**config.mk**
```make
export PLATFORM = sky130hd
export DESIGN_NAME = imem_boot_loader
export DESIGN_NICKNAME = d
export VERILOG_FILES = /design/src/rtl/imem_boot_loader.sv
export SDC_FILE = /design/constraint.sdc
export NUM_CORES = 1
export LEC_CHECK = 0
export BUFFER_PORTS_ARGS = -buffer_cell sky130_fd_sc_hd__buf_2
export CAP_MARGIN = 5
export CORE_MARGIN = 3
export CORE_UTILIZATION = 45
export CTS_CLUSTER_DIAMETER = 50
export DETAILED_ROUTE_END_ITERATION = 10
export PLACE_DENSITY_LB_ADDON = 0.25
export SLEW_MARGIN = 20
export SYNTH_ARGS = -nofsm -noshare
export SYNTH_HDL_FRONTEND = slang
export SYNTH_SLANG_ARGS = --single-unit
```
**constraint.sdc**
```tcl
create_clock -name clk -period 2.1 [get_ports clk]
set_input_delay 0.105 -clock clk [delete_from_list [all_inputs] [get_ports clk]]
set_output_delay 0.105 -clock clk [all_outputs]
set_load 0.02 [all_outputs]
```
**src/rtl/imem_boot_loader.sv**
```systemverilog
// imem_boot_loader: loads a checksummed byte-stream program image into IMEM port B
// and holds the CPU in reset until a complete, valid image has arrived.
module imem_boot_loader #(
    parameter int ADDR_WIDTH     = 10,
    parameter int DATA_WIDTH     = 32,
    parameter int TIMEOUT_CYCLES = 1_000_000
) (
    input  logic                  clk,
    input  logic                  nrst,
    input  logic [7:0]            rx_data,
    input  logic                  rx_valid,
    output logic                  we_i,
    output logic [ADDR_WIDTH-1:0] addr_i,
    output logic [DATA_WIDTH-1:0] din_i,
    output logic                  cpu_hold,
    output logic                  load_done,
    output logic                  load_err,
    output logic [ADDR_WIDTH:0]   words_loaded
);
    localparam int TW = $clog2(TIMEOUT_CYCLES + 1);

    typedef enum logic [2:0] {IDLE, LEN0, LEN1, DATA, CSUM} state_t;

    state_t              state_q;
    logic [7:0]          len_lo_q;
    logic [7:0]          csum_q;
    logic [ADDR_WIDTH:0] len_q;
    logic [23:0]         word_q;
    logic [1:0]          byte_q;
    logic [TW-1:0]       tmo_q;

    logic [15:0]         len_w;
    logic [ADDR_WIDTH:0] widx_d;
    logic                tmo_hit;

    assign len_w   = {rx_data, len_lo_q};
    assign widx_d  = words_loaded + {{ADDR_WIDTH{1'b0}}, 1'b1};
    // expiry fires on the TIMEOUT_CYCLES-th silent cycle; a byte in that cycle wins
    assign tmo_hit = (state_q != IDLE) && !rx_valid && (tmo_q == TW'(TIMEOUT_CYCLES - 1));

    always_ff @(posedge clk or negedge nrst) begin
        if (!nrst) begin
            state_q      <= IDLE;
            len_lo_q     <= '0;
            csum_q       <= '0;
            len_q        <= '0;
            word_q       <= '0;
            byte_q       <= '0;
            tmo_q        <= '0;
            we_i         <= 1'b0;
            addr_i       <= '0;
            din_i        <= '0;
            cpu_hold     <= 1'b1;
            load_done    <= 1'b0;
            load_err     <= 1'b0;
            words_loaded <= '0;
        end else begin
            we_i      <= 1'b0;
            load_done <= 1'b0;
            tmo_q     <= (state_q == IDLE || rx_valid) ? '0 : tmo_q + TW'(1);
            if (tmo_hit) begin
                load_err <= 1'b1;
                state_q  <= IDLE;
            end else if (rx_valid) begin
                case (state_q)
                    IDLE: if (rx_data == 8'hA5) begin
                        state_q      <= LEN0;
                        load_err     <= 1'b0;
                        words_loaded <= '0;
                        cpu_hold     <= 1'b1;
                        csum_q       <= '0;
                        byte_q       <= '0;
                    end
                    LEN0: begin
                        len_lo_q <= rx_data;
                        state_q  <= LEN1;
                    end
                    LEN1: begin
                        len_q <= len_w[ADDR_WIDTH:0];
                        if (32'(len_w) > (32'd1 << ADDR_WIDTH)) begin
                            load_err <= 1'b1;
                            state_q  <= IDLE;
                        end else begin
                            state_q <= (len_w == 16'd0) ? CSUM : DATA;
                        end
                    end
                    DATA: begin
                        csum_q <= csum_q ^ rx_data;
                        byte_q <= byte_q + 2'd1;
                        word_q <= {rx_data, word_q[23:8]};
                        if (byte_q == 2'd3) begin
                            we_i         <= 1'b1;
                            addr_i       <= words_loaded[ADDR_WIDTH-1:0];
                            din_i        <= {rx_data, word_q};
                            words_loaded <= widx_d;
                            if (widx_d == len_q) state_q <= CSUM;
                        end
                    end
                    CSUM: begin
                        if (rx_data == csum_q) begin
                            cpu_hold  <= 1'b0;
                            load_done <= 1'b1;
                        end else begin
                            load_err <= 1'b1;
                        end
                        state_q <= IDLE;
                    end
                    default: state_q <= IDLE;
                endcase
            end
        end
    end
endmodule

```
# Yosys cells after proc, flatten, opt, wreduce, memory -nomap -nowiden
# Index checks and enable logic that the tools add are counted.
# classes
add_sub_neg,3
multipliers,0
div,0
magnitude_cmp,1
n_eq_ne,17
shifts,0
n_mux,33
bitwise,2
n_reduce_logical,20
# ops
operator,n
two-way mux 11 bit,2
one-hot mux 11 bit (2 select lines),1
two-way mux 3 bit,7
adder 20 x 1 -> 20 bit (second input constant),1
equality test 20 bit (second input constant),1
two-way mux 20 bit,1
> comparator 16 x 11 -> 1 bit (second input constant),1
zero test 16 bit,1
one-hot mux 8 bit (2 select lines),1
two-way mux 1 bit,15
AND reduction 5 bit,3
inequality test 3 bit (second input constant),4
one-hot mux 3 bit (4 select lines),1
AND reduction 4 bit,3
adder 11 x 1 -> 11 bit (second input constant),1
equality test 11 bit,1
AND reduction 3 bit,3
equality test 8 bit,1
equality test 8 bit (second input constant),1
two-way mux 8 bit,1
bitwise XOR 8 bit,1
equality test 3 x 2 -> 1 bit (second input constant),2
nonzero test 2 bit,3
inequality test 2 bit (second input constant),2
17 further kinds,18
# word_totals
ff_bits,133
latchBits,0
ram_bits,0
mem_bits_ro,0
inputBits,11
output_inout_bits,57
elab_cells,90
memories,0

# Depth between registers and ports, before layout
# Gate-level depths: netlist (run 1).
# logic_depth
word_depth,7
depth_mapped,9
ltp_nobuf,7

# Worst setup path after synthesis (run 1)
# Ideal clock, no wire load.
# synth_path
path_kind,reg2reg
from,register words_loaded[0]
to,register state_q[0]
setup_time_ns,0.129
t_arrival_ns,2.197
required_ns,1.971
slack_ns,-0.226
path_stages_with_launch,8
n_path_buf,0
period_less_slack_ns,2.326
path_cell_list,dfrtp_1 > ha_1 > and3_1 > and3_2 > a311o_2 > a211oi_2 > nand4_1 > o41a_1
# synth_via
elab_chain_len,4
# synth_lines
item,line,rtl
"start, declared",18,output logic [ADDR_WIDTH:0] words_loaded
"start signal, assigned",95,words_loaded <= widx_d;
adder 11 x 1 -> 11 bit,37,"assign widx_d = words_loaded + {{ADDR_WIDTH{1'b0}}, 1'b1};"
equality test 11 bit,96,if (widx_d == len_q) state_q <= CSUM;
inequality test 3 bit (no source line),n/a,
AND reduction 4 bit (no source line),n/a,
"end signal, assigned",84,state_q <= (len_w == 16'd0) ? CSUM : DATA;
"end, declared",24,state_t state_q;
# Every way passes these cells.
# A chain may end at the register's enable or synchronous reset.

# Worst setup path in the final report (run 1)
# layout_path
from,register words_loaded[1]
to,register state_q[0]
# The elaborated chain is that of the path after synthesis.

==> flow_metrics.env, run 1 <==
export IMPL_synthArstFlopShare_pct=100.0
export IMPL_area_delta_synth_final_pct=25.84
export IMPL_placement_io_buffers=67
export IMPL_final_min_clock_period_ns=2.293
export IMPL_antenna_found_initial=0
export IMPL_nNetsFinal=731
export IMPL_num_rows=41
export IMPL_worst_slew_pin_transition_ns=0.5135
export IMPL_remaining_drc_errors=0
export IMPL_hpwl_um=9651
export IMPL_setup_tns_ns=-0.4542
export IMPL_grt_pass1_vias=4632
export IMPL_min_path_type="in2reg"
export IMPL_layout_setup_ws_ns=-0.1933
export IMPL_drt_total_wl_um=13830
export IMPL_fmax_mhz=436.1
export IMPL_ys_warn_count=0
export IMPL_synth_top_area_share_pct=54.79
export IMPL_max_slew_margin_pct=65.77
export IMPL_drt_iter0_drc=297
export IMPL_clk_latency_ns=0.42
export IMPL_n_fill_cell=1120
export IMPL_syn_avg_cell_area_um2=9.948
export IMPL_finalHoldViolCount=0
export IMPL_grt_ovfl_total=0
export IMPL_p_per_area_nw_per_um2=1251
export IMPL_seq_area_um2=3334
export IMPL_status="complete, but fails checks"
export IMPL_cts_tree="done"
export IMPL_pre_cts_slack_ns=-0.1841
export IMPL_gp_congestion=0.8862
export IMPL_ioPinCount=68
export IMPL_drive_above_1_share_pct=28.77
export IMPL_htree_levels=4
export IMPL_maxCapViolCount=0
export IMPL_setup_viol=3
export IMPL_worstSetupEndpointType="register"
export IMPL_synth_edf_count=0
export IMPL_grt_pass1_wl_um=23050
export IMPL_yosys_top_cells_area="dfrtp_1, nand2_1, mux2_2"
export IMPL_synth_fa_ha_area_share_pct=0.6227
export IMPL_grt_max_degree=61
export IMPL_dieArea_um2=14820
export IMPL_via_per_inst=5.181
export IMPL_cts_made_buffers=17
export IMPL_synth_top_family_by_area="simple AND/OR/NAND/NOR gates"
export IMPL_synth_seq_cells=133
export IMPL_synth_compound_area_share_pct=7.472
export IMPL_synth_top_cell_by_area="dfrtp_1"
export IMPL_worst_path_max_fanout=4
export IMPL_rsz0062_at_grt="true"
export IMPL_die_y_um=121.7
export IMPL_ant_nets=0
export IMPL_cp_start_kind="register"
export IMPL_grt_usage_pct=19.94
export IMPL_post_drt_wl_per_cell_um=15.33
export IMPL_crit_type="reg2reg"
export IMPL_synth_seq_area_share_pct=55.23
export IMPL_clockBufferDepth=2
export IMPL_maxSlewViolCount=0
export IMPL_core_area_um2=12880
export IMPL_syn_nets=620
export IMPL_multi_input_area_um2=2521
export IMPL_initial_utilization_pct=46.82
export IMPL_synthSimpleGateAreaFrac_pct=20.61
export IMPL_syn_area_um2=6028
export IMPL_yosys_top_cells_count="nand2_1, dfrtp_1, nor2_1"
export IMPL_path_clk_slew_ns=0.06
export IMPL_num_vias=4673
export IMPL_crit_required_ns=2.39
export IMPL_fin_skew_ns=0.007109
export IMPL_cp_arrival_ns=2.59
export IMPL_clkSinkCount=133
export IMPL_leakagePower_nw=3.832
export IMPL_die_w_um=121.7
export IMPL_cts_root_buf="clkbuf_16"
export IMPL_ir_worst_vdd_mv=0.6138
export IMPL_violations="setup timing"
export IMPL_yosys_most_used_dff="dfrtp_1"
export IMPL_synth_cell_types=55
export IMPL_synth_cells=606
export IMPL_synthMuxAreaShare_pct=6.351
export IMPL_num_antenna_cells=0
export IMPL_min_period_over_period_pct=109.2
export IMPL_synthXorXnorAreaFrac_pct=5.957
export IMPL_yosysMostFrequentCell="nand2_1"
export IMPL_dr_pass1_iters=5
## logic make-up (layout without fill, tap and decap cells)
logic type / after synthesis / in the layout
adder cells (fa/ha/maj): 3 / 3
AO/OA/AOI/OAI: 72 / 72
multiplexers: 34 / 34
flip-flops: 133 / 133
AND/OR/NAND/NOR: 283 / 283
XOR/XNOR: 41 / 41
buffers and inverters: 40 / 164
## final timing paths
kind | from | cells past startpoint | slack (ns) | endpoint
max in group asynchronous | nrst | 3 | 1.17 | cpu_hold$_DFFE_PN1P_
min | rx_data[7] | 3 | 0.02 | word_q[23]$_DFFE_PN0P_
max reg2reg | words_loaded[1]$_DFFE_PN0P_ | 8 | -0.19 | state_q[0]$_DFFE_PN0P_
max | words_loaded[1]$_DFFE_PN0P_ | 8 | -0.19 | state_q[0]$_DFFE_PN0P_
min reg2reg | din_i[8]$_DFFE_PN0P_ | 2 | 0.47 | din_i[8]$_DFFE_PN0P_
min in group asynchronous | nrst | 2 | 0.20 | din_i[11]$_DFFE_PN0P_
## metal layers
layer | part of all wire [%] | GRT usage [%] | vias up
li1 | - | - | 2274
met3 | 5.0 | 5.385 | 12
met1 | 46 | 26.38 | 2276
met4 | 1.6 | 8.543 | 0
met5 | 0 | 0 | -
met2 | 48 | 31.08 | 111
## layout by cell type, fill, tap and decap left out, drive strengths merged, types with 13 or more instances in the layout
cell and n:
and3 13, buf 125, clkbuf 21, dfrtp 132, mux2 34, nand2 169, nand3 20, nor2 45
o21ai 36, xnor2 21, xor2 20
## per-stage QoR
stage	hold WS [ns]	instances	area [um2]	total power, mW	util (%)
final	0.02460	902	7586	9.487	58.92
after global routing	0.03205	902	7586	10.08	58.92
after CTS	0.007570	899	7535	9.546	58.52
after floorplan	-0.1906	606	6058	5.369	-
after detailed placement	0.1112	865	6849	6.192	53.19
after global placement	0.1144	865	6849	6.130	53.19
## report_power, final
group	switching, mW	total (mW)	internal (mW)
clock	1.10	3.30	2.21
combinational	1.32	2.38	1.06
sequential	0.526	3.81	3.28
total	2.94	9.49	6.55
## flip-flops by register name, indices dropped and copies added (netlist names)
register      flops
din_i            32
word_q           24
tmo_q            20
len_q            11
words_loaded     11
addr_i           10
csum_q            8
len_lo_q          8
state_q           3
byte_q            2
cpu_hold          1
load_done         1
load_err          1
we_i              1
## critical path, stage by stage (launching register included)
cell,delay [ns]
dfrtp_2,0.43
ha_4,0.17
buf_6,0.12
xor2_2,0.14
xnor2_1,0.22
o2111ai_1,0.16
a211oi_2,0.26
nand4_1,0.24
o41a_1,0.42
## timing repair
action	4_1_cts	5_1_grt
hold buffers	1	0
cloned	0	0
pin swaps	5	8
buffers inserted	1	3
resized for setup	0	6
hold endpoints to repair	36	0
endpoints found under the setup margin	2	6
## cell type report
| cell class | instances | share of cell area (%) |
|---|---|---|
| tap | 172 | 2.837 |
| timing repair buffer | 126 | 10.87 |
| clock buffer | 21 | 6.202 |
| clock inverter | 11 | 2.606 |
| multi-input combinational | 433 | 33.23 |
| sequential | 133 | 43.96 |
| inverter | 6 | 0.2969 |
(Power assumes the default switching activity.)
==> run 2, diff against run 1 <==
--- a/config.mk
+++ b/config.mk
@@ -5,6 +5,7 @@
 export SDC_FILE = /design/constraint.sdc
 export NUM_CORES = 1
 export LEC_CHECK = 0
+export ABC_AREA = 0
 export BUFFER_PORTS_ARGS = -buffer_cell sky130_fd_sc_hd__buf_2
 export CAP_MARGIN = 5
 export CORE_MARGIN = 3
==> constraint.sdc (replaced) <==
create_clock -name clk -period 2.1 [get_ports clk]
set_input_delay 0.42 -clock clk [delete_from_list [all_inputs] [get_ports clk]]
set_output_delay 0.42 -clock clk [all_outputs]
set_load 0.02 [all_outputs]
==> run 2 against run 1 <==
Flip-flop and latch count is the same. Combinational power is essentially flat. Wire length grew 2.1%. Largest power group unchanged. Cell area fell by 1.2%. First-iteration DRC count fell by 11%. Critical path type unchanged. Maximum frequency is 2.4% higher. Via count grew 0.73%. Setup slack gained 0.054 ns. Highest routed layer unchanged. Largest cell class unchanged. The flow still finishes with violations (setup timing). Clock skew increased by 0.0079 ns.
==> flow_metrics.env, run 2 (synthesis results as in run 1) <==
export IMPL_status="complete, but fails checks"
export IMPL_violations="setup timing"
export IMPL_gp_congestion=0.8982
export IMPL_cp_num_buf_inv=0
export IMPL_clk_latency_ns=0.42
export IMPL_min_path_type="in2reg"
export IMPL_drt_total_wl_um=14120
export IMPL_clockBufferDepth=2
export IMPL_maxCapViolCount=0
export IMPL_final_common_cell="nand2_1"
export IMPL_htree_levels=4
export IMPL_cts_tree="done"
export IMPL_cp_arrival_ns=2.54
export IMPL_min_period_over_period_pct=106.7
export IMPL_setup_tns_ns=-0.2537
export IMPL_placement_io_buffers=67
export IMPL_setup_viol=3
export IMPL_clkSinkCount=133
export IMPL_core_area_um2=12880
export IMPL_whs_ns=0.3587
export IMPL_ir_worst_vdd_mv=0.5634
export IMPL_max_stage_delay_ns=0.45
export IMPL_via_per_inst=5.207
export IMPL_fmax_mhz=446.5
export IMPL_layout_setup_ws_ns=-0.1398
export IMPL_place_area_um2=6887
export IMPL_grt_ovfl_total=0
export IMPL_final_core_util_pct=58.21
export IMPL_p_per_area_nw_per_um2=1202
export IMPL_dieArea_um2=14820
export IMPL_num_antenna_cells=0
export IMPL_crit_required_ns=2.40
export IMPL_antenna_found_initial=0
export IMPL_area_delta_synth_final_pct=24.33
export IMPL_max_slew_margin_pct=67.05
export IMPL_grt_max_degree=36
export IMPL_crit_type="reg2reg"
export IMPL_hpwl_um=10070
export IMPL_crit_top_cell="and3_4"
export IMPL_ioPinCount=68
export IMPL_worst_path_max_fanout=5
export IMPL_final_min_clock_period_ns=2.240
export IMPL_grt_usage_pct=20.48
export IMPL_worstSetupEndpointType="register"
export IMPL_ant_nets=0
export IMPL_post_drt_wl_per_cell_um=15.62
export IMPL_nNetsFinal=733
export IMPL_rsz0062_at_grt="true"
export IMPL_cp_cell_sequence="ha_4 > and3_4 > and3_4 > a311o_2 > a211oi_2 > nand4_1 > o41a_1"
export IMPL_finalHoldViolCount=0
export IMPL_path_clk_slew_ns=0.05
export IMPL_fin_skew_ns=0.01496
export IMPL_cts_made_buffers=17
export IMPL_num_vias=4707
export IMPL_dr_pass1_iters=5
export IMPL_remaining_drc_errors=0
export IMPL_fin_area_um2=7495
export IMPL_grt_pass1_wl_um=23450
export IMPL_initial_utilization_pct=46.82
export IMPL_maxSlewViolCount=0
export IMPL_top_regs="din_i: 32 flops, word_q: 24 flops, tmo_q: 20 flops"
export IMPL_cp_start_kind="register"
export IMPL_drt_iter0_drc=265
export IMPL_leakagePower_nw=3.791
export IMPL_slowest_stage="dfrtp_2"
export IMPL_die_w_um=121.7
export IMPL_finalPower_mw=9.009
export IMPL_registers_top_by_ff_count="din_i"
export IMPL_num_rows=41
export IMPL_cp_top_family="compound AO/OA/AOI/OAI gates"
export IMPL_final_cell_mix="nand2_1, dfrtp_1, buf_2"
export IMPL_drive_above_1_share_pct=28.55
export IMPL_cts_root_buf="clkbuf_16"
export IMPL_ff2ff_setup_slack_ns=-0.14
export IMPL_largest_reg_flops=32
export IMPL_worst_slew_pin_transition_ns=0.4942
export IMPL_die_y_um=121.7
export IMPL_grt_pass1_vias=4717
[run 2: changes by cell type in the layout (fill, tap and decap cells not counted), sizes merged]
cell / before / now
bufinv: 5 / 1
buf: 125 / 127
clkbuf: 21 / 22
clkinv: 5 / 6
inv: 6 / 7
clkinvlp: 1 / 2
[run 2: power breakdown]
part	leakage, nW	switching (mW)	internal [mW]
sequential	1.76	0.550	3.28
clock	0.277	1.08	1.73
combinational	1.76	1.33	1.04
[run 2: worst paths after layout]
path | start | cells after the start | to
max | words_loaded[0]$_DFFE_PN0P_ | 7 | state_q[0]$_DFFE_PN0P_
min | rx_valid | 2 | load_done$_DFF_PN0_
max reg2reg | words_loaded[0]$_DFFE_PN0P_ | 7 | state_q[0]$_DFFE_PN0P_
min reg2reg | din_i[9]$_DFFE_PN0P_ | 2 | din_i[9]$_DFFE_PN0P_
max in group asynchronous | nrst | 3 | word_q[19]$_DFFE_PN0P_
min in group asynchronous | nrst | 2 | din_i[4]$_DFFE_PN0P_
[run 2: metrics by stage]
step,setup slack [ns],std cells
floorplan,-0.06692,606
global placement,-0.07955,870
detailed placement,-0.1802,870
CTS,-0.1260,904
global route,-0.2137,904
finish,-0.1398,904
[run 2: cell type report]
type                       instances  area [um2]
fill                            1119        5381
inverter                           6       22.52
sequential                       133        3336
tap                              172       215.2
timing repair buffer             128       839.6
clock buffer                      22       474.2
clock inverter                    10       98.84
multi-input combinational        433        2509
[run 2: worst register-to-register path: cells and delay by family, from the launching register on]
| family | cells | cell delay [ns] |
|---|---|---|
| simple gates | 3 | 0.59 |
| fa+ha+maj | 1 | 0.19 |
| compound gates | 3 | 0.90 |
| flops | 1 | 0.45 |
[run 2: per-layer routing]
| metal | track usage (%) | part of all wire, % | wire [um] |
|---|---|---|---|
| met5 | 0 | 0 | 0 |
| met4 | 8.894 | 2.5 | 353 |
| met3 | 5.571 | 4.5 | 637 |
| met2 | 33.11 | 48 | 6755 |
| met1 | 25.94 | 45 | 6373 |
[run 2: what timing repair did]
item / in CTS / in global routing
pin swaps: 5 / 2
hold buffers: 1 / 0
buffers inserted: 1 / 0
endpoints found under the setup margin: 3 / 3
gates resized for setup: 0 / 4
cloned: 0 / 0
hold endpoints to repair: 30 / 0
